File: config.mk
export PLATFORM = sky130hd
export DESIGN_NAME = inflate_out_writer
export DESIGN_NICKNAME = d
export VERILOG_FILES = /design/src/rtl/inflate_out_writer.sv
export SDC_FILE = /design/constraint.sdc
export NUM_CORES = 1
export LEC_CHECK = 0
export ABC_AREA = 1
export CAP_MARGIN = 25
export CORE_MARGIN = 5
export CORE_UTILIZATION = 60
export CTS_CLUSTER_DIAMETER = 80
export DETAILED_ROUTE_END_ITERATION = 16
export MAX_ROUTING_LAYER = met4
export PLACE_DENSITY = 0.86
export SYNTH_ARGS = -nofsm -noshare
export SYNTH_HDL_FRONTEND = slang
export SYNTH_SLANG_ARGS = --single-unit
File: constraint.sdc
create_clock -name clk -period 4.4 [get_ports clk]
set_clock_uncertainty 0.15 [all_clocks]
set_input_delay 0.66 -clock clk [delete_from_list [all_inputs] [get_ports clk]]
set_output_delay 0.66 -clock clk [all_outputs]
set_load 0.05 [all_outputs]
File: src/rtl/inflate_out_writer.sv
// Packs the 16-bit inflate stream into words and writes them out over AHB-Lite.
// Optional INFLATE_OUT_ADLER_EN adds a running Adler-32 of the accepted bytes.
module inflate_out_writer #(
  parameter int          FIFO_DEPTH = 4,
  parameter logic [15:0] PAD_VALUE  = 16'h0,
  parameter int          CNT_W      = 16
) (
  input  logic             clk,
  input  logic             rst_n,
  input  logic             cfg_start,
  input  logic [31:0]      cfg_base_addr,
  input  logic [15:0]      in_data,
  input  logic             in_vld,
  output logic             in_rdy,
  input  logic             in_finish,
  output logic [31:0]      HADDR,
  output logic [1:0]       HTRANS,
  output logic             HWRITE,
  output logic [2:0]       HSIZE,
  output logic [31:0]      HWDATA,
  input  logic             HREADY,
  output logic             wr_busy,
  output logic             wr_done,
  output logic [CNT_W-1:0] wr_word_cnt
`ifdef INFLATE_OUT_ADLER_EN
  ,
  output logic [31:0]      adler_out
`endif
);

  localparam int AW = $clog2(FIFO_DEPTH);

  typedef enum logic [1:0] {
    S_IDLE,
    S_RUN,
    S_FLUSH,
    S_DONE
  } state_t;

  typedef enum logic [1:0] {
    W_IDLE,
    W_ADDR,
    W_DATA
  } wstate_t;

  state_t  state, state_nx;
  wstate_t wstate, wstate_nx;

  logic [31:0]      base;
  logic [CNT_W-1:0] cnt;
  logic [15:0]      half;
  logic             half_vld;

  logic [31:0]      mem [FIFO_DEPTH];
  logic [AW-1:0]    wr_ptr, rd_ptr;
  logic [AW:0]      fcnt;
  logic             fifo_full, fifo_empty;
  logic             push, pop;
  logic [31:0]      push_data;
  logic             accept, start;

  assign fifo_full  = (fcnt == (AW+1)'(FIFO_DEPTH));
  assign fifo_empty = (fcnt == '0);

  assign start  = cfg_start &&
                  ((state == S_IDLE) || (state == S_DONE));
  assign in_rdy = (state == S_RUN) &&
                  (!half_vld || !fifo_full);
  assign accept = in_vld && in_rdy;

  assign wr_busy     = (state == S_RUN) || (state == S_FLUSH);
  assign wr_done     = (state == S_DONE);
  assign wr_word_cnt = cnt;

  assign HSIZE  = 3'b010;
  assign HTRANS = (wstate == W_ADDR) ? 2'b10 : 2'b00;
  assign HWRITE = (wstate == W_ADDR);
  assign HADDR  = base + (32'(cnt) << 2);
  assign HWDATA = (wstate == W_DATA) ? mem[rd_ptr] : '0;

  always_comb begin
    state_nx  = state;
    push      = 1'b0;
    push_data = {in_data, half};
    unique case (state)
      S_IDLE, S_DONE: begin
        if (cfg_start) state_nx = S_RUN;
      end
      S_RUN: begin
        if (accept && half_vld) push = 1'b1;
        if (in_finish) state_nx = S_FLUSH;
      end
      S_FLUSH: begin
        // Odd tail goes out padded; completion waits for the writer to drain.
        if (half_vld && !fifo_full) begin
          push      = 1'b1;
          push_data = {PAD_VALUE, half};
        end else if (!half_vld && fifo_empty &&
                     (wstate == W_IDLE)) begin
          state_nx = S_DONE;
        end
      end
      default: state_nx = S_IDLE;
    endcase
  end

  always_comb begin
    wstate_nx = wstate;
    pop       = 1'b0;
    unique case (wstate)
      W_IDLE: begin
        if (!fifo_empty) wstate_nx = W_ADDR;
      end
      W_ADDR: begin
        if (HREADY) wstate_nx = W_DATA;
      end
      W_DATA: begin
        if (HREADY) begin
          pop = 1'b1;
          if ((fcnt != (AW+1)'(1)) || push)
            wstate_nx = W_ADDR;
          else
            wstate_nx = W_IDLE;
        end
      end
      default: wstate_nx = W_IDLE;
    endcase
  end

  always_ff @(posedge clk or negedge rst_n) begin
    if (!rst_n) begin
      state  <= S_IDLE;
      wstate <= W_IDLE;
      base   <= '0;
      cnt    <= '0;
    end else begin
      state  <= state_nx;
      wstate <= wstate_nx;
      if (start) begin
        base <= cfg_base_addr & ~32'h3;
        cnt  <= '0;
      end else if (pop) begin
        cnt <= cnt + CNT_W'(1);
      end
    end
  end

  always_ff @(posedge clk or negedge rst_n) begin
    if (!rst_n) begin
      half     <= '0;
      half_vld <= 1'b0;
    end else if (start) begin
      half_vld <= 1'b0;
    end else if (accept && !half_vld) begin
      half     <= in_data;
      half_vld <= 1'b1;
    end else if (push) begin
      half_vld <= 1'b0;
    end
  end

  always_ff @(posedge clk or negedge rst_n) begin
    if (!rst_n) begin
      wr_ptr <= '0;
      rd_ptr <= '0;
      fcnt   <= '0;
      for (int i = 0; i < FIFO_DEPTH; i++) mem[i] <= '0;
    end else if (start) begin
      wr_ptr <= '0;
      rd_ptr <= '0;
      fcnt   <= '0;
    end else begin
      if (push) begin
        mem[wr_ptr] <= push_data;
        wr_ptr      <= wr_ptr + AW'(1);
      end
      if (pop) rd_ptr <= rd_ptr + AW'(1);
      unique case ({push, pop})
        2'b10:   fcnt <= fcnt + (AW+1)'(1);
        2'b01:   fcnt <= fcnt - (AW+1)'(1);
        default: fcnt <= fcnt;
      endcase
    end
  end

`ifdef INFLATE_OUT_ADLER_EN
  logic [15:0] s1, s2;
  logic [15:0] s1a, s2a, s1b, s2b;

  function automatic logic [15:0] add_mod(
    input logic [15:0] a,
    input logic [15:0] b
  );
    logic [16:0] s;
    s = {1'b0, a} + {1'b0, b};
    if (s >= 17'd65521) s = s - 17'd65521;
    return s[15:0];
  endfunction

  // Low byte is the earlier one in the stream.
  always_comb begin
    s1a = add_mod(s1, {8'h0, in_data[7:0]});
    s2a = add_mod(s2, s1a);
    s1b = add_mod(s1a, {8'h0, in_data[15:8]});
    s2b = add_mod(s2a, s1b);
  end

  always_ff @(posedge clk or negedge rst_n) begin
    if (!rst_n) begin
      s1 <= 16'd1;
      s2 <= 16'd0;
    end else if (start) begin
      s1 <= 16'd1;
      s2 <= 16'd0;
    end else if (accept) begin
      s1 <= s1b;
      s2 <= s2b;
    end
  end

  assign adler_out = {s2, s1};
`endif

endmodule

**Word-level counts from Yosys, hierarchy flattened**

Index checks and enable logic that the tools add are counted.
W data, S select, Z words.

- Add/sub/neg operators: 6
- $lt $le $gt $ge: 3
- Equality and inequality tests: 16
- Muxes and demuxes: 36
- Bitwise operators: 3
- Reduce and logical (&&, ||, !) cells: 27

Operators with widths:

| operator | count |
|---|---|
| $mux W32 | 6 |
| $bwmux W128 | 1 |
| $bmux W32 S2 | 1 |
| $demux W32 S2 | 1 |
| $add A32 B18 Y32 | 1 |
| $mux W16 | 2 |
| $mux W2 | 12 |
| $add A16 B1 Y16 const B | 1 |
| $pmux W2 S3 | 2 |
| $ne A2 B2 Y1 const B | 5 |
| $logic_and A1 B1 Y1 | 9 |
| $eq A2 B2 Y1 const B | 4 |
| $mux W1 | 8 |
| $eq A2 B1 Y1 const B | 3 |
| $ge A3 B3 Y1 const B | 2 |
| $not A2 Y3 | 2 |
| $pmux W3 S2 | 1 |
| $reduce_bool A3 Y1 | 2 |
| $add A2 B1 Y2 const B | 2 |
| $logic_not A2 Y1 | 2 |
| $logic_or A1 B1 Y1 | 4 |
| $ne A2 B1 Y1 const B | 2 |
| $reduce_and A2 Y1 | 2 |
| $reduce_and A4 Y1 | 1 |
| 13 further kinds | 15 |

- Register bits after elaboration: 202
- Input bits: 54

**Depth between registers and ports, before layout**

Gate-level depths: netlist of run 1.

- Word-level depth: 12
- Depth in mapped cells: 11

**Worst setup path before layout of run 1**

Ideal clock, no wire load.

- Path type: reg-to-output
- Start point: reg cnt[0] (netlist: wr_word_cnt[0])
- End point: out HADDR[18]
- Data arrival time: 2651 ps
- Slack: 939 ps
- Stages on the path, launching flop included: 10
- Path buffers: 0
- Cell sequence: dfrtp_1 > ha_1 > fa_1 > nand3_1 > nand3_1 > nand2_1 > nand3_1 > nand2_1 > nand2_1 > xor2_1

- Cells in the longest elaborated chain, start to end: 1

RTL lines:

| what | RTL line | source |
|---|---|---|
| start, declared | 50 | `logic [CNT_W-1:0] cnt;` |
| start signal, assigned | 143 | `cnt <= cnt + CNT_W'(1);` |
| $add A32 B18 Y32 | 78 | `assign HADDR = base + (32'(cnt) << 2);` |
| end, declared | 16 | `output logic [31:0] HADDR,` |

Every way passes these cells.

**Worst setup path in the final report of run 1**

- Start point: reg cnt[0] (netlist: wr_word_cnt[0])
- End point: out HADDR[10]

The elaborated chain is that of the path after synthesis.

==> results of run 1 <==
## power groups by stage
stage	Clock, W	Combinational [W]	Sequential [W]
after global routing	0.00195	0.00476	0.00302
after detailed placement	0	0.00431	0.00295
after global placement	0	0.00418	0.00292
final	0.00185	0.00435	0.00295
after CTS	0.00187	0.00435	0.00293
after floorplan	0	0.00309	0.00288
## metrics by stage
stage / worst slack [ps] / power [W] / area [um2] / hold slack [ps] / utilization
finish: 178 / 0.00914 / 13000 / 333 / 0.722
global route: 37.5 / 0.00973 / 13000 / 350 / 0.722
CTS: 67.6 / 0.00915 / 13000 / 183 / 0.720
detailed placement: 648 / 0.00726 / 12300 / 318 / 0.680
global placement: 694 / 0.00710 / 12200 / 314 / 0.679
floorplan: 939 / 0.00598 / 11000 / 214 / -
## cells by family after synthesis
logic type | after synthesis
adders and majority gates | 29
other | 2
AOI/OAI and AO/OA | 301
DFF | 202
xor gates and xnor gates | 15
and+or+nand+nor | 700
buffers and inverters | 188
## final cells by class
| cell class | count | area, um2 |
|---|---|---|
| inverter | 120 | 458 |
| tap | 229 | 287 |
| multi-input combinational | 1051 | 5020 |
| sequential | 202 | 5060 |
| fill | 1411 | 5010 |
| clock buffer | 31 | 614 |
| clock inverter | 8 | 104 |
| timing repair buffer | 148 | 1480 |
## sequential cells by signal, summed over array words and instances (netlist names)
register and count:
fcnt 3, mem 128, wr_word_cnt 16, half_vld 1, state 2, half 16, wstate 2, base 30
wr_ptr 2, rd_ptr 2
## what timing repair did
item	CTS	global route
gates resized for setup	0	2
setup endpoints to repair	0	2
hold buffers	0	1
hold endpoints to repair	0	1
## per-layer routing
layer | wire [um] | share of wire | vias up
met5 | 0 | 0 | -
met4 | 1070 | 0.037 | 0
met3 | 2220 | 0.076 | 81
met2 | 13700 | 0.47 | 370
met1 | 12100 | 0.42 | 4806
li1 | - | - | 4858
## worst paths after layout
kind                                      from        end
worst max-delay path            wr_word_cnt[0]  HADDR[10]
worst min-delay path                  mem[120]   mem[120]
worst max register to register        state[0]    half[2]
worst min register to register        mem[120]   mem[120]
max in group asynchronous                rst_n    mem[88]
min in group asynchronous                rst_n    mem[71]
## critical path: stages (launching register included)
cell             delay, ps
dfrtp_1                460
ha_1                   280
fa_1                   500
nand3_1                120
nand3_1                140
nand2_1                100
nand3_1                170
xor2_1                 290
clkdlybuf4s50_1        860
## placed cells by master, fill, tap and decap left out, drive strengths merged
cell and instances:
nand3 55, clkinvlp 1, dlygate4sd3 1, nor3 21, nand4 27, clkbuf 32, clkdlybuf4s50 121, o21bai 1
and3 1, xor2 14, bufinv 2, dlymetal6s2s 2, clkinv 6, xnor2 1, fa 1, inv 119
dfrtp 202, or2 2, nor2 190, a21oi 63, o22ai 1, and2 2, o21ai 236, nand2 402
buf 23, conb 6, ha 28
==> impl_results.md, run 1 <==
* Clk pwr share at 0.202
* # setup viols final at 0
* Full die area at between 0.02 and 0.025 mm2
* Final Wtd Congestion at a little under 1
* Setup Buffers After CTS at 0
* Post-synth top cells: 394 x nand2_1, 202 x dfrtp_1, 187 x nor2_1
* Worst-Margin Slew at slightly above 900 ps
* Sw frac at 0.457
* Final cell count without fillers at 1,789
* Status: complete, no violations
* Unrepaired setup endpoints after global routing: no
* First-pass GRT wire length at 48,800 um
* GRT overflow at 0
* IO buf count at roughly 130
* Comb pwr share at 0.476
* Largest net degree at the start of global routing at ~120
* Switching pwr at between 0.004 and 0.005 W
* CTS tree: yes
* Post-DRT Antenna Nets at 0
* DIE WIDTH at between 100 and 150 um
* Synth Area in Simple Gates at 0.265
* Final Hold Fails at 0
* Yosys top cell area share at 0.460
* Number of flops mapped to enable cells by yosys at 0
* Clock Sink Count at between 200 and 250
* Worst-skew pair later-pin latency at ~510 ps
* Synth cell types at 35
* Largest family of logic cells by synthesized area: simple AND/OR/NAND/NOR gates
* P&R area growth vs syn at 18.5%
* Ant diodes at 0
* Final setup TNS at 0 ps
* P_int at 0.00497 W
* Vias in the first global route at approximately 10,000
* TritonCTS buffer count at 22
* Leak Pwr at about 6.3 nW
* Gr busiest metal: met2
* Post-Synth XOR/XNOR Area at 0.0120
* Top cells by area, synth: dfrtp_1 46%, nand2_1 13%, nor2_1 6.4%
* CP Class: flop to primary output
* HP Class: flop to flop
* Synthesized area at 0.0110 mm2
* Top-count cell post-synth: nand2_1
* Post-detailed-placement half-perimeter wirelength at 19,600 um
* Final period util at 0.960
* Placed Instances at ~1,700
* Tmin final at around 4200 ps
* Routed wire length at ~29,000 um
* Sequential share of power at 0.322
* Die height at approximately 150 um
* Achievable Freq at ~240 MHz
* Syn. warnings at 0
* H-Tree Level Count at 1
* Drt wl/cell at around 16 um
* Pre-antenna DRT Iters at 5
* Worst Reg2Reg Path Length in Cells at 7
* M3 GR Usage at 0.0539
* CP Launch Type: flop
* Starting Density at 0.610
* Number of vias per cell at 5.65
* Total number of vias at around 10,000
* Compound-gate portion of the synthesized area at 0.144
* DRC violations left at 0
* Max-cap violation count at 0
* Mux contribution to synthesized area at 0
* #FFs+latches synth at between 200 and 250
* Crit path required time at about 3600 ps
* Worst setup EP type: primary output
* Met2 Use GR at 0.443
* CP max FO at 6
* Cell count of the worst hold path at 2
* Gr usage total at 0.280
* Fin nets at 1,628
* FFs w/ async S/R, synth at 1.00
* Slew headroom at 0.383
* Power Density at between 700 and 800 mW/mm2
* Clk pin slew, worst setup/hold paths at 50 ps
* Reg2Reg Setup Slack at around 1600 ps
* Clock Tree Buf Depth at 3
* Met1 Use GR at 0.362
* Register area share after synthesis at 0.460
* Peak supply drop at approximately 500 uV
* Core footprint at roughly 0.018 mm2
* Clk root buf: clkbuf_16
* Post-Synthesis Cells at ~1,400
* Row count at 49
* Critical path arrival at around 3400 ps
* Leading area contributor after synthesis: dfrtp_1
* Mapped Avg Cell Area at approximately 7.6 um2
* Initial antenna violation count at 0
* Iteration-0 DRC Markers at around 830
* Primary FF master, synth: dfrtp_1
* I/O pin count at 143
* Pins Over Slew Limit at 0
* Post-synthesis adder-cell area fraction at 0.0337
* Fraction of layout cells with a size suffix above 1 at 0.0609
(Power assumes the default switching activity.)
==> inputs of run 2 (changes only) <==
Settings changed: SKIP_LAST_GASP from default to 1.
==> results of run 2 <==
The final DEF is identical to that of run 1; final timing and power are the same.
==> inputs of run 3 (changes only) <==
Settings changed: CTS_CLUSTER_SIZE from default to 25.
==> run 3 against run 2 <==
  * Die area did not move
  * Via count decreased by 0.18%
  * Flip-flop and latch count unchanged
  * Critical path depth is 1 higher
==> impl_results.md, run 3 (synthesis results as in run 1) <==
* Status: complete, no violations
* Critical path arrival at 3370 ps (-40 ps)
* Unrepaired setup endpoints after global routing: no
* H-Tree Level Count at 1 (unchanged)
* Post-detailed-placement half-perimeter wirelength at 19,600 um (unchanged)
* Most common cell after layout, fill and taps aside: nand2_1
* Final Hold Fails at 0 (unchanged)
* Max-cap violation count at 0 (unchanged)
* Final period util at 0.951 (-0.00865)
* Max FFs per register at 128 (unchanged)
* Commonest cells after routing, fill and taps aside: 394 x nand2_1, 201 x dfrtp_1, 187 x nor2_1, 121 x clkdlybuf4s50_1, 117 x inv_1
* Fin nets at 1,619 (-0.55%)
* Final setup TNS at 0 ps (unchanged)
* Routed wire length at 28,800 um (-1.2%)
* DIE WIDTH at 145 um (unchanged)
* Reg with most FFs: mem
* Clk pin slew, worst setup/hold paths at 100 ps (+50 ps)
* Clock Sink Count at 202 (unchanged)
* Crit path required time at 3590 ps (about the same)
* First-pass GRT wire length at 48,000 um (-1.8%)
* Initial antenna violation count at 0 (unchanged)
* Iteration-0 DRC Markers at 862 (+3.7%)
* Setup Buffers After CTS at 0 (unchanged)
* Worst setup EP type: primary output
* Achievable Freq at 239 MHz (+0.91%)
* Starting Density at 0.610 (unchanged)
* Worst-skew pair later-pin latency at 490 ps (-20 ps)
* Fill cells at 1,460 (+3.5%)
* CP Class: flop to primary output
* Largest net degree at the start of global routing at 123 (unchanged)
* Clk root buf: clkbuf_16
* Placed Instances at 1,748 (unchanged)
* Full die area at 0.0211 mm2 (unchanged)
* CTS tree: yes
* # setup viols final at 0 (unchanged)
* IO buf count at 134 (unchanged)
* Clock Tree Buf Depth at 3 (unchanged)
* DRC violations left at 0 (unchanged)
* CP Launch Type: flop
* Number of vias per cell at 5.71 (+0.95%)
* TritonCTS buffer count at 13 (-41%)
* GRT overflow at 0 (unchanged)
* Tmin final at 4180 ps (-38.1 ps)
* Leak Pwr at 6.16 nW (-2.6%)
* Die height at 145 um (unchanged)
* Pins Over Slew Limit at 0 (unchanged)
* Total number of vias at 10,100 (-0.18%)
* Largest registers: mem (128), base (30)
* Row count at 49 (unchanged)
* Post-DRT Antenna Nets at 0 (unchanged)
* P&R area growth vs syn at 15.4%
* Gr usage total at 0.275 (-0.00516)
* Worst-Margin Slew at 937 ps (+12.8 ps)
* HP Class: flop to flop
* Power Density at 669 mW/mm2 (-4.7%)
* CP max FO at 4 (-2)
* Vias in the first global route at 9,750 (-2.5%)
* Final Wtd Congestion at 0.985 (unchanged)
* Core footprint at 0.0180 mm2 (unchanged)
* I/O pin count at 143 (unchanged)
* Slew headroom at 0.375 (-0.00776)
* Pre-antenna DRT Iters at 7 (+2)
* Final cell count without fillers at 1,769 (-1.1%)
* Ant diodes at 0 (unchanged)
* Fraction of layout cells with a size suffix above 1 at 0.0519 (-0.00895)
* Drt wl/cell at 16.3 um (-0.12%)
* Peak supply drop at 536 uV (+7.7%)
run 3: changes by cell type in the layout (fill, tap and decap cells not counted):
cell	delta
clkbuf_16	-9
clkbuf_8	-1
bufinv_16	-2
clkinv_2	-3
inv_6	+1
clkinv_8	-1
clkbuf_1	-5
run 3: path summary, 6_finish.rpt:
path | depth (start not counted) | slack [ps] | end | startpoint
max | 9 | 220 | HADDR[28] | wr_word_cnt[13]
min | 2 | 340 | mem[122] | mem[122]
max reg2reg | 7 | 1660 | half[12] | state[0]
min reg2reg | 2 | 340 | mem[122] | mem[122]
max in group asynchronous | 4 | 2580 | mem[86] | rst_n
min in group asynchronous | 2 | 380 | mem[71] | rst_n
run 3: stage by stage:
stage               total power, W  cell area [um2]  hold slack (ps)  worst slack (ps)   util
floorplan                  0.00598            11000              214               939      -
global placement           0.00710            12200              314               694  0.679
detailed placement         0.00726            12300              318               648  0.680
CTS                        0.00848            12600              198               134  0.701
global route               0.00905            12700              353              41.4  0.703
finish                     0.00848            12700              338               216  0.703
run 3: worst max-delay path: stages (launching register included):
cell,delay (ps)
dfrtp_1,480
ha_1,400
nand2_1,160
inv_1,50
a21oi_1,260
nor2_1,110
o21ai_0,360
nand3_1,150
nand2_1,100
clkdlybuf4s50_1,810
run 3: per-layer routing:
layer	GRT usage	vias to the layer above	share of wire
li1	-	4834	-
met1	0.364	4795	0.42
met2	0.445	405	0.48
met3	0.0405	63	0.077
met4	0.0788	0	0.026
met5	-	-	0
run 3: area by class of cell:
| type | count | area, um2 | share of cell area |
|---|---|---|---|
| multi-input combinational | 1051 | 5020 | 0.396 |
| clock inverter | 3 | 21.3 | 0.00168 |
| inverter | 120 | 458 | 0.0361 |
| clock buffer | 16 | 357 | 0.0281 |
| tap | 229 | 287 | 0.0226 |
| sequential | 202 | 5060 | 0.399 |
| timing repair buffer | 148 | 1480 | 0.117 |
run 3: power breakdown:
group,internal (W),leakage [nW],switching (W)
logic,0.00138,3.34,0.00296
clock network,0.000580,0.184,0.000624
registers,0.00249,2.63,0.000446
run 3: what timing repair did:
item / in CTS / in global routing
hold buffers: 0 / 1
setup endpoints to repair: 0 / 2
hold endpoints to repair: 0 / 1
resized for setup: 0 / 2
